File: config.mk
export PLATFORM = sky130hd
export DESIGN_NAME = tm1638_frame_sequencer
export DESIGN_NICKNAME = d
export VERILOG_FILES = /design/src/rtl/tm1638_pkg.sv /design/src/rtl/tm1638_frame_sequencer.sv
export SDC_FILE = /design/constraint.sdc
export NUM_CORES = 1
export LEC_CHECK = 0
export CORE_AREA = 2 2 196 198
export CTS_CLUSTER_DIAMETER = 100
export DETAILED_ROUTE_END_ITERATION = 8
export DIE_AREA = 0 0 198 200
export SLEW_MARGIN = 20
export SYNTH_ARGS = -nofsm -noshare
export SYNTH_HDL_FRONTEND = slang
export SYNTH_SLANG_ARGS = --single-unit
File: constraint.sdc
create_clock -name mclk -period 2.2 [get_ports mclk]
set_input_delay 0.22 -clock mclk [delete_from_list [all_inputs] [get_ports mclk]]
set_output_delay 0.22 -clock mclk [all_outputs]
set_load 0.02 [all_outputs]
File: src/rtl/tm1638_pkg.sv
// ============================================================================
// Module      : tm1638_pkg
// Description : Shared command constants, frame and state encodings for the
//               TM1638 frame sequencer.
// Revision    : 1.0 - initial release
// ============================================================================
`default_nettype none

package tm1638_pkg;

    localparam logic [7:0] CMD_WRITE_AUTO = 8'h40;
    localparam logic [7:0] CMD_ADDR0      = 8'hC0;
    localparam logic [7:0] CMD_DISP_CTRL  = 8'h80;
    localparam logic [7:0] CMD_READ_KEYS  = 8'h42;

    typedef enum logic [1:0] {
        FR_MODE = 2'd0,
        FR_DISP = 2'd1,
        FR_CTRL = 2'd2,
        FR_KEYS = 2'd3
    } frame_t;

    typedef enum logic [2:0] {
        ST_IDLE  = 3'd0,
        ST_START = 3'd1,
        ST_BUSY  = 3'd2,
        ST_NEXT  = 3'd3,
        ST_GAP   = 3'd4
    } seq_state_t;

    function automatic logic [7:0] cmd_byte(input frame_t f, input logic disp_on,
                                            input logic [2:0] bright);
        case (f)
            FR_MODE: return CMD_WRITE_AUTO;
            FR_DISP: return CMD_ADDR0;
            FR_CTRL: return CMD_DISP_CTRL | {4'b0000, disp_on, bright};
            default: return CMD_READ_KEYS;
        endcase
    endfunction

    function automatic logic [4:0] data_count(input frame_t f);
        case (f)
            FR_DISP: return 5'd16;
            FR_KEYS: return 5'd4;
            default: return 5'd0;
        endcase
    endfunction

endpackage

`default_nettype wire

File: src/rtl/tm1638_frame_sequencer.sv
// ============================================================================
// Module      : tm1638_frame_sequencer
// Description : Runs the mode / display / control / key-read refresh cycle
//               against a TM1638 transceiver, with display buffer and key scan.
// Revision    : 1.0 - initial release
// ============================================================================
`default_nettype none

module tm1638_frame_sequencer
    import tm1638_pkg::*;
#(
    parameter int GAP_CYCLES     = 50000,
    parameter int TIMEOUT_CYCLES = 1000000
) (
    input  logic        mclk,
    input  logic        rst_n,
    input  logic        en,
    input  logic        disp_on,
    input  logic [2:0]  bright,
    input  logic        disp_we,
    input  logic [3:0]  disp_addr,
    input  logic [7:0]  disp_wdata,
    output logic        com_start,
    output logic        r_nw,
    output logic [4:0]  data_cnt,
    output logic [7:0]  wdata,
    input  logic        cmd_request,
    input  logic [4:0]  data_addr,
    input  logic [7:0]  rdata,
    input  logic        rdata_valid,
    input  logic        com_stop,
    output logic [31:0] keys,
    output logic        key_valid,
    output logic        key_change,
    output logic        busy,
    output logic        err_timeout
);

    localparam int GAP_W = (GAP_CYCLES > 1) ? $clog2(GAP_CYCLES) : 1;
    localparam int WD_W  = (TIMEOUT_CYCLES > 1) ? $clog2(TIMEOUT_CYCLES) : 1;
    localparam logic [GAP_W-1:0] GAP_LOAD = GAP_W'((GAP_CYCLES > 0) ? GAP_CYCLES - 1 : 0);
    localparam logic [WD_W-1:0]  WD_LAST  = WD_W'((TIMEOUT_CYCLES > 0) ? TIMEOUT_CYCLES - 1 : 0);

    seq_state_t        r_state;
    seq_state_t        w_state_nxt;
    frame_t            r_f;
    frame_t            w_f_nxt;
    logic [GAP_W-1:0]  r_gap_cnt;
    logic [WD_W-1:0]   r_wdog;
    logic              r_com_stop_d;
    logic              r_rdata_valid_d;
    logic              r_read;
    logic [4:0]        r_data_cnt;
    logic [7:0]        r_disp_buf [16];
    logic [7:0]        r_shadow   [16];
    logic [7:0]        r_key_tmp  [4];
    logic [31:0]       r_keys;
    logic              r_key_valid;
    logic              r_key_change;
    logic              w_stop_fall;
    logic              w_rv_rise;
    logic              w_timeout;
    logic [31:0]       w_key_word;
    logic [7:0]        w_cmd;

    assign w_stop_fall = r_com_stop_d & ~com_stop;
    assign w_rv_rise   = rdata_valid & ~r_rdata_valid_d;
    assign w_key_word  = {r_key_tmp[3], r_key_tmp[2], r_key_tmp[1], r_key_tmp[0]};
    assign w_cmd       = cmd_byte(r_f, disp_on, bright);

    always_comb begin
        w_state_nxt = r_state;
        w_f_nxt     = r_f;
        w_timeout   = 1'b0;
        case (r_state)
            ST_IDLE: begin
                if (en) begin
                    w_state_nxt = ST_START;
                    w_f_nxt     = FR_MODE;
                end
            end
            ST_START: w_state_nxt = ST_BUSY;
            ST_BUSY: begin
                // A real completion wins over a watchdog expiry in the same cycle.
                if (w_stop_fall) begin
                    w_state_nxt = ST_NEXT;
                end else if (r_wdog == WD_LAST) begin
                    w_timeout   = 1'b1;
                    w_state_nxt = ST_GAP;
                    w_f_nxt     = FR_MODE;
                end
            end
            ST_NEXT: begin
                if (r_f == FR_KEYS) begin
                    w_state_nxt = ST_GAP;
                    w_f_nxt     = FR_MODE;
                end else if (en) begin
                    w_state_nxt = ST_START;
                    w_f_nxt     = frame_t'(r_f + 2'd1);
                end else begin
                    w_state_nxt = ST_IDLE;
                    w_f_nxt     = FR_MODE;
                end
            end
            ST_GAP: begin
                if (r_gap_cnt == '0) begin
                    w_state_nxt = en ? ST_START : ST_IDLE;
                end
            end
            default: begin
                w_state_nxt = ST_IDLE;
                w_f_nxt     = FR_MODE;
            end
        endcase
    end

    always_ff @(posedge mclk or negedge rst_n) begin
        if (!rst_n) begin
            r_state         <= ST_IDLE;
            r_f             <= FR_MODE;
            r_gap_cnt       <= '0;
            r_wdog          <= '0;
            r_com_stop_d    <= 1'b0;
            r_rdata_valid_d <= 1'b0;
            r_read          <= 1'b0;
            r_data_cnt      <= 5'd0;
        end else begin
            r_state         <= w_state_nxt;
            r_f             <= w_f_nxt;
            r_com_stop_d    <= com_stop;
            r_rdata_valid_d <= rdata_valid;
            if ((r_state != ST_GAP) && (w_state_nxt == ST_GAP)) begin
                r_gap_cnt <= GAP_LOAD;
            end else if ((r_state == ST_GAP) && (r_gap_cnt != '0)) begin
                r_gap_cnt <= r_gap_cnt - GAP_W'(1);
            end
            if (r_state == ST_START) begin
                r_wdog <= '0;
            end else if (r_state == ST_BUSY) begin
                r_wdog <= r_wdog + WD_W'(1);
            end
            // Transaction attributes are latched on entry to START and held through BUSY.
            if (w_state_nxt == ST_START) begin
                r_read     <= (w_f_nxt == FR_KEYS);
                r_data_cnt <= data_count(w_f_nxt);
            end
        end
    end

    always_ff @(posedge mclk or negedge rst_n) begin
        if (!rst_n) begin
            for (int i = 0; i < 16; i++) r_disp_buf[i] <= 8'h00;
        end else if (disp_we) begin
            r_disp_buf[disp_addr] <= disp_wdata;
        end
    end

    always_ff @(posedge mclk or negedge rst_n) begin
        if (!rst_n) begin
            for (int i = 0; i < 16; i++) r_shadow[i] <= 8'h00;
        end else if ((r_state == ST_START) && (r_f == FR_DISP)) begin
            r_shadow <= r_disp_buf;
        end
    end

    always_ff @(posedge mclk or negedge rst_n) begin
        if (!rst_n) begin
            for (int i = 0; i < 4; i++) r_key_tmp[i] <= 8'h00;
            r_keys       <= 32'h0;
            r_key_valid  <= 1'b0;
            r_key_change <= 1'b0;
        end else begin
            r_key_valid  <= 1'b0;
            r_key_change <= 1'b0;
            if (w_timeout) begin
                for (int i = 0; i < 4; i++) r_key_tmp[i] <= 8'h00;
            end else if ((r_state == ST_BUSY) && (r_f == FR_KEYS) && w_rv_rise &&
                         (data_addr < 5'd4)) begin
                r_key_tmp[data_addr[1:0]] <= rdata;
            end
            if ((r_state == ST_NEXT) && (r_f == FR_KEYS)) begin
                r_keys       <= w_key_word;
                r_key_valid  <= 1'b1;
                r_key_change <= (w_key_word != r_keys);
            end
        end
    end

    assign com_start   = (r_state == ST_START);
    assign busy        = (r_state == ST_START) || (r_state == ST_BUSY) || (r_state == ST_NEXT);
    assign err_timeout = w_timeout;
    assign r_nw        = r_read;
    assign data_cnt    = r_data_cnt;
    assign keys        = r_keys;
    assign key_valid   = r_key_valid;
    assign key_change  = r_key_change;
    assign wdata       = cmd_request ? w_cmd :
                         ((r_f == FR_DISP) ? r_shadow[data_addr[3:0]] : 8'h00);

endmodule

`default_nettype wire

==> metrics.md <==
| Metric | Value |
|---|---|
| Die footprint | `about 40000 um^2` |
| Num ports | `between 80 and 90` |
| Skew-Pair Late Insertion Delay | `~0.54 ns` |
| Hold Slack | `between 0.1 and 0.15 ns` |
| Post-synth EDFFs | `0` |
| Post-Place Worst Slack | `-0.460 ns` |
| Synth Cell Area | `roughly 16000 um^2` |
| #FFs+latches synth | `roughly 370` |
| Final setup viols | `8` |
| Root Buffer | `clkbuf_16` |
| RSZ-0062 raised after global routing | `yes` |
| Pwr dens | `1090 nW/um^2` |
| Outcome | `complete, but fails checks` |
| Clock transition at the registers of the reported paths | `about 0.06 ns` |
| Power Total | `between 20 and 25 mW` |
| Via count | `a little under 10000` |
| Arrival @ worst endpoint | `between 2 and 2.5 ns` |
| Number of max-cap violations | `0` |
| Setup Skew | `0.0157 ns` |
| Post-layout minimum cycle time | `approximately 2.5 ns` |
| Gpl congestion | `around 0.78` |
| Critical Path End Type | `primary output` |
| Netlist cell types | `50` |
| Worst Path Buf+Inv | `1` |
| Syn-to-layout area delta | `22.4%` |
| FFs w/ async S/R, synth | `100%` |
| Post-route ant nets | `0` |
| LEAKAGE | `8.77 nW` |
| Std cell rows | `about 70` |
| WP data required | `1.98 ns` |
| H-tree depth | `2` |
| Ys Warns | `0` |
| Post-synth top flop | `dfrtp_1` |
| Die Y | `roughly 200 um` |
| Vias in the first global route | `between 9000 and 10000` |
| Max frequency | `396 MHz` |
| Initial antenna violation count | `0` |
| Slowest Stage Delay on Critical Path | `about 0.56 ns` |
| GRT overflow | `0` |
| Initial core utilization | `a little over two fifths` |
| Syn Area/Cell | `between 10 and 15 um^2` |
| Sequential area share after synthesis | `57.7%` |
| Final max-slew violation count | `0` |
| Final Worst Setup Slack | `-0.323 ns` |
| Max_slew headroom | `between 50% and 60%` |
| Nets | `roughly 1400` |
| Post-DR wirelength/cell | `between 15 and 20 um` |
| Worst-Margin Slew | `between 0.7 and 0.8 ns` |
| Top Family by Delay on Critical Path | `multiplexers` |
| Share of cells above drive strength 1 | `35.6%` |
| CP most frequent cell | `mux4_2` |
| HPWL Detailed | `roughly 24 mm` |
| Number of clock buffers inserted by TritonCTS | `just over 40` |
| Synth Instances | `between 1000 and 1500` |
| Die X-Extent | `about 200 um` |
| Vias per cell | `between 5 and 6` |
| Global-route wire length before repair | `~58 mm` |
| Drt drc | `0` |
| CTS tree | `done` |
| Diodes inserted | `0` |
| Hold Path Class | `input pin to flop` |
| GRT Util Overall | `18.9%` |
| Startpoint types | `flop` |
| Final hold vios | `0` |
| Failing checks | `setup timing` |
| Period utilization | `115%` |
| Detailed Routing Iterations Pass 1 | `4` |
| Worst IR Drop VDD | `roughly 490 uV` |
| Clk buf depth | `3` |
| Core Region | `between 30000 and 40000 um^2` |
| Critical Path Slowest Stage Cell | `mux4_2` |
| DRT iter0 DRCs | `roughly 430` |
| Final Core Density | `between 50% and 60%` |
| Max FO, Critical Path | `2` |
| Sink Count | `between 300 and 400` |
| DRT Wirelength | `roughly 36 mm` |
| Largest net degree at the start of global routing | `a little under 80` |
| Setup_tns | `-1.94 ns` |
| Crit Path Category | `flop to primary output` |
| Port Buffers | `83` |
| CP cell instances | `mux4_2, mux4_2, nand2_1, o22ai_1, buf_4` |
metal layers:
layer  wire length, um  track usage (%)
met1             17000             26.7
met2             16600             30.3
met3              1330             2.97
met4               808             5.37
met5                 0                0
repair_timing:
item,4_1_cts,5_1_grt
hold endpoints to repair,59,0
hold buffers,1,0
setup buffers,4,3
resized for setup,55,12
pin swaps,5,2
endpoints found under the setup margin,11,17
cloned,0,0
worst reg2reg max path, cell delays in order (launching register included):
cell      delay, ns
dfrtp_1        0.43
buf_4          0.17
xor2_1         0.15
nand2b_1       0.18
or3_1          0.49
or3_1          0.37
a21oi_1        0.15
synthesized netlist by cell type (all sizes together), types with 2 or more instances:
cell | instances | area, um^2
dfrtp | 367 | 9180
mux2 | 256 | 2880
buf | 36 | 226
nor4b | 3 | 45.0
and3 | 2 | 12.5
nor4 | 10 | 62.6
xor2 | 9 | 78.8
or3 | 8 | 50.1
o31ai | 2 | 15.0
mux4 | 40 | 901
o22ai | 3 | 18.8
a211o | 2 | 17.5
nand4 | 12 | 75.1
o211ai | 2 | 15.0
nand3 | 10 | 50.1
nand3b | 2 | 15.0
nand2 | 134 | 503
and4 | 3 | 26.3
and2b | 2 | 15.0
nor3b | 3 | 22.5
clkbuf | 25 | 95.1
nor2 | 77 | 292
nor2b | 4 | 25.0
inv | 11 | 41.3
nor3 | 18 | 118
ha | 5 | 62.6
xnor2 | 53 | 464
and2 | 4 | 25.0
o21ai | 6 | 30.0
nand2b | 10 | 62.6
a21oi | 7 | 38.8
mux2i | 35 | 350
report_power, final:
group,switching [mW],total (mW),internal [mW]
sequential,1.11,9.68,8.57
combinational,1.68,4.38,2.70
clock,2.71,7.10,4.39
path summary, 6_finish.rpt:
kind / start / to / slack (ns) / depth (start not counted)
setup / recovery: r_shadow[66]$_DFFE_PN0P_ / wdata[2] / -0.32 / 5
hold / removal: com_stop / r_com_stop_d$_DFF_PN0_ / 0.15 / 1
setup reg to reg: r_state[1]$_DFF_PN0_ / r_wdog[18]$_DFFE_PN0P_ / 0.18 / 6
hold reg to reg: data_cnt[4]$_DFFE_PN0N_ / data_cnt[4]$_DFFE_PN0N_ / 0.49 / 2
max in group asynchronous: rst_n / r_gap_cnt[1]$_DFFE_PN0P_ / 1.17 / 3
min in group asynchronous: rst_n / r_key_tmp[7]$_DFFE_PN0P_ / 0.30 / 2
metrics by stage:
stage | cells | area [um^2]
finish | 1868 | 19500
global route | 1868 | 19500
CTS | 1865 | 19400
detailed placement | 1787 | 17900
global placement | 1787 | 17900
floorplan | 1173 | 15900
final cells by class:
cell class / count / area, um^2
clock inverters: 15 / 209
repair buffers: 172 / 1740
fillers: 3156 / 17900
multi-input cells: 733 / 6450
flip-flops and latches: 367 / 9180
clock buffers: 58 / 1200
inverters: 12 / 45.0
well taps: 511 / 639
state kept, by name, indices dropped and copies added, names as in the netlist:
| signal | flops |
|---|---|
| r_shadow | 128 |
| r_wdog | 20 |
| keys | 32 |
| key_valid | 1 |
| r_f | 2 |
| r_disp_buf | 128 |
| r_rdata_valid_d | 1 |
| r_state | 3 |
| key_change | 1 |
| r_com_stop_d | 1 |
| data_cnt | 2 |
| r_gap_cnt | 16 |
| r_key_tmp | 32 |
placed cells by master (no fill, tap or decap), drive strengths merged, types with 2 or more instances in the layout:
master,count
or3,8
nor2b,4
and2,4
dfrtp,367
nand3,10
o21ai,6
ha,5
and3,2
nor3b,3
nor3,18
a21oi,7
nor4b,3
nand3b,2
o211ai,2
and4,3
nand2,134
clkdlybuf4s50,70
mux2i,35
mux2,256
o31ai,2
nand2b,10
buf,100
conb,3
xnor2,53
nor4,10
and2b,2
mux4,40
inv,12
bufinv,5
xor2,9
clkbuf,58
o22ai,3
clkinvlp,2
a211o,2
nor2,77
clkinv,8
nand4,12
logic make-up after synthesis:
kind of cell	count (synthesis)	synth area share, %
flip-flops	367	57.7
multiplexers	331	26.0
AND/OR/NAND/NOR	308	9.19
buffers and inverters	73	2.30
XOR/XNOR	62	3.41
AO/OA/AOI/OAI	24	0.952
adder cells (fa/ha/maj)	5	0.393
other	1	0.0236
No activity file was read; power rests on OpenSTA's default activity.
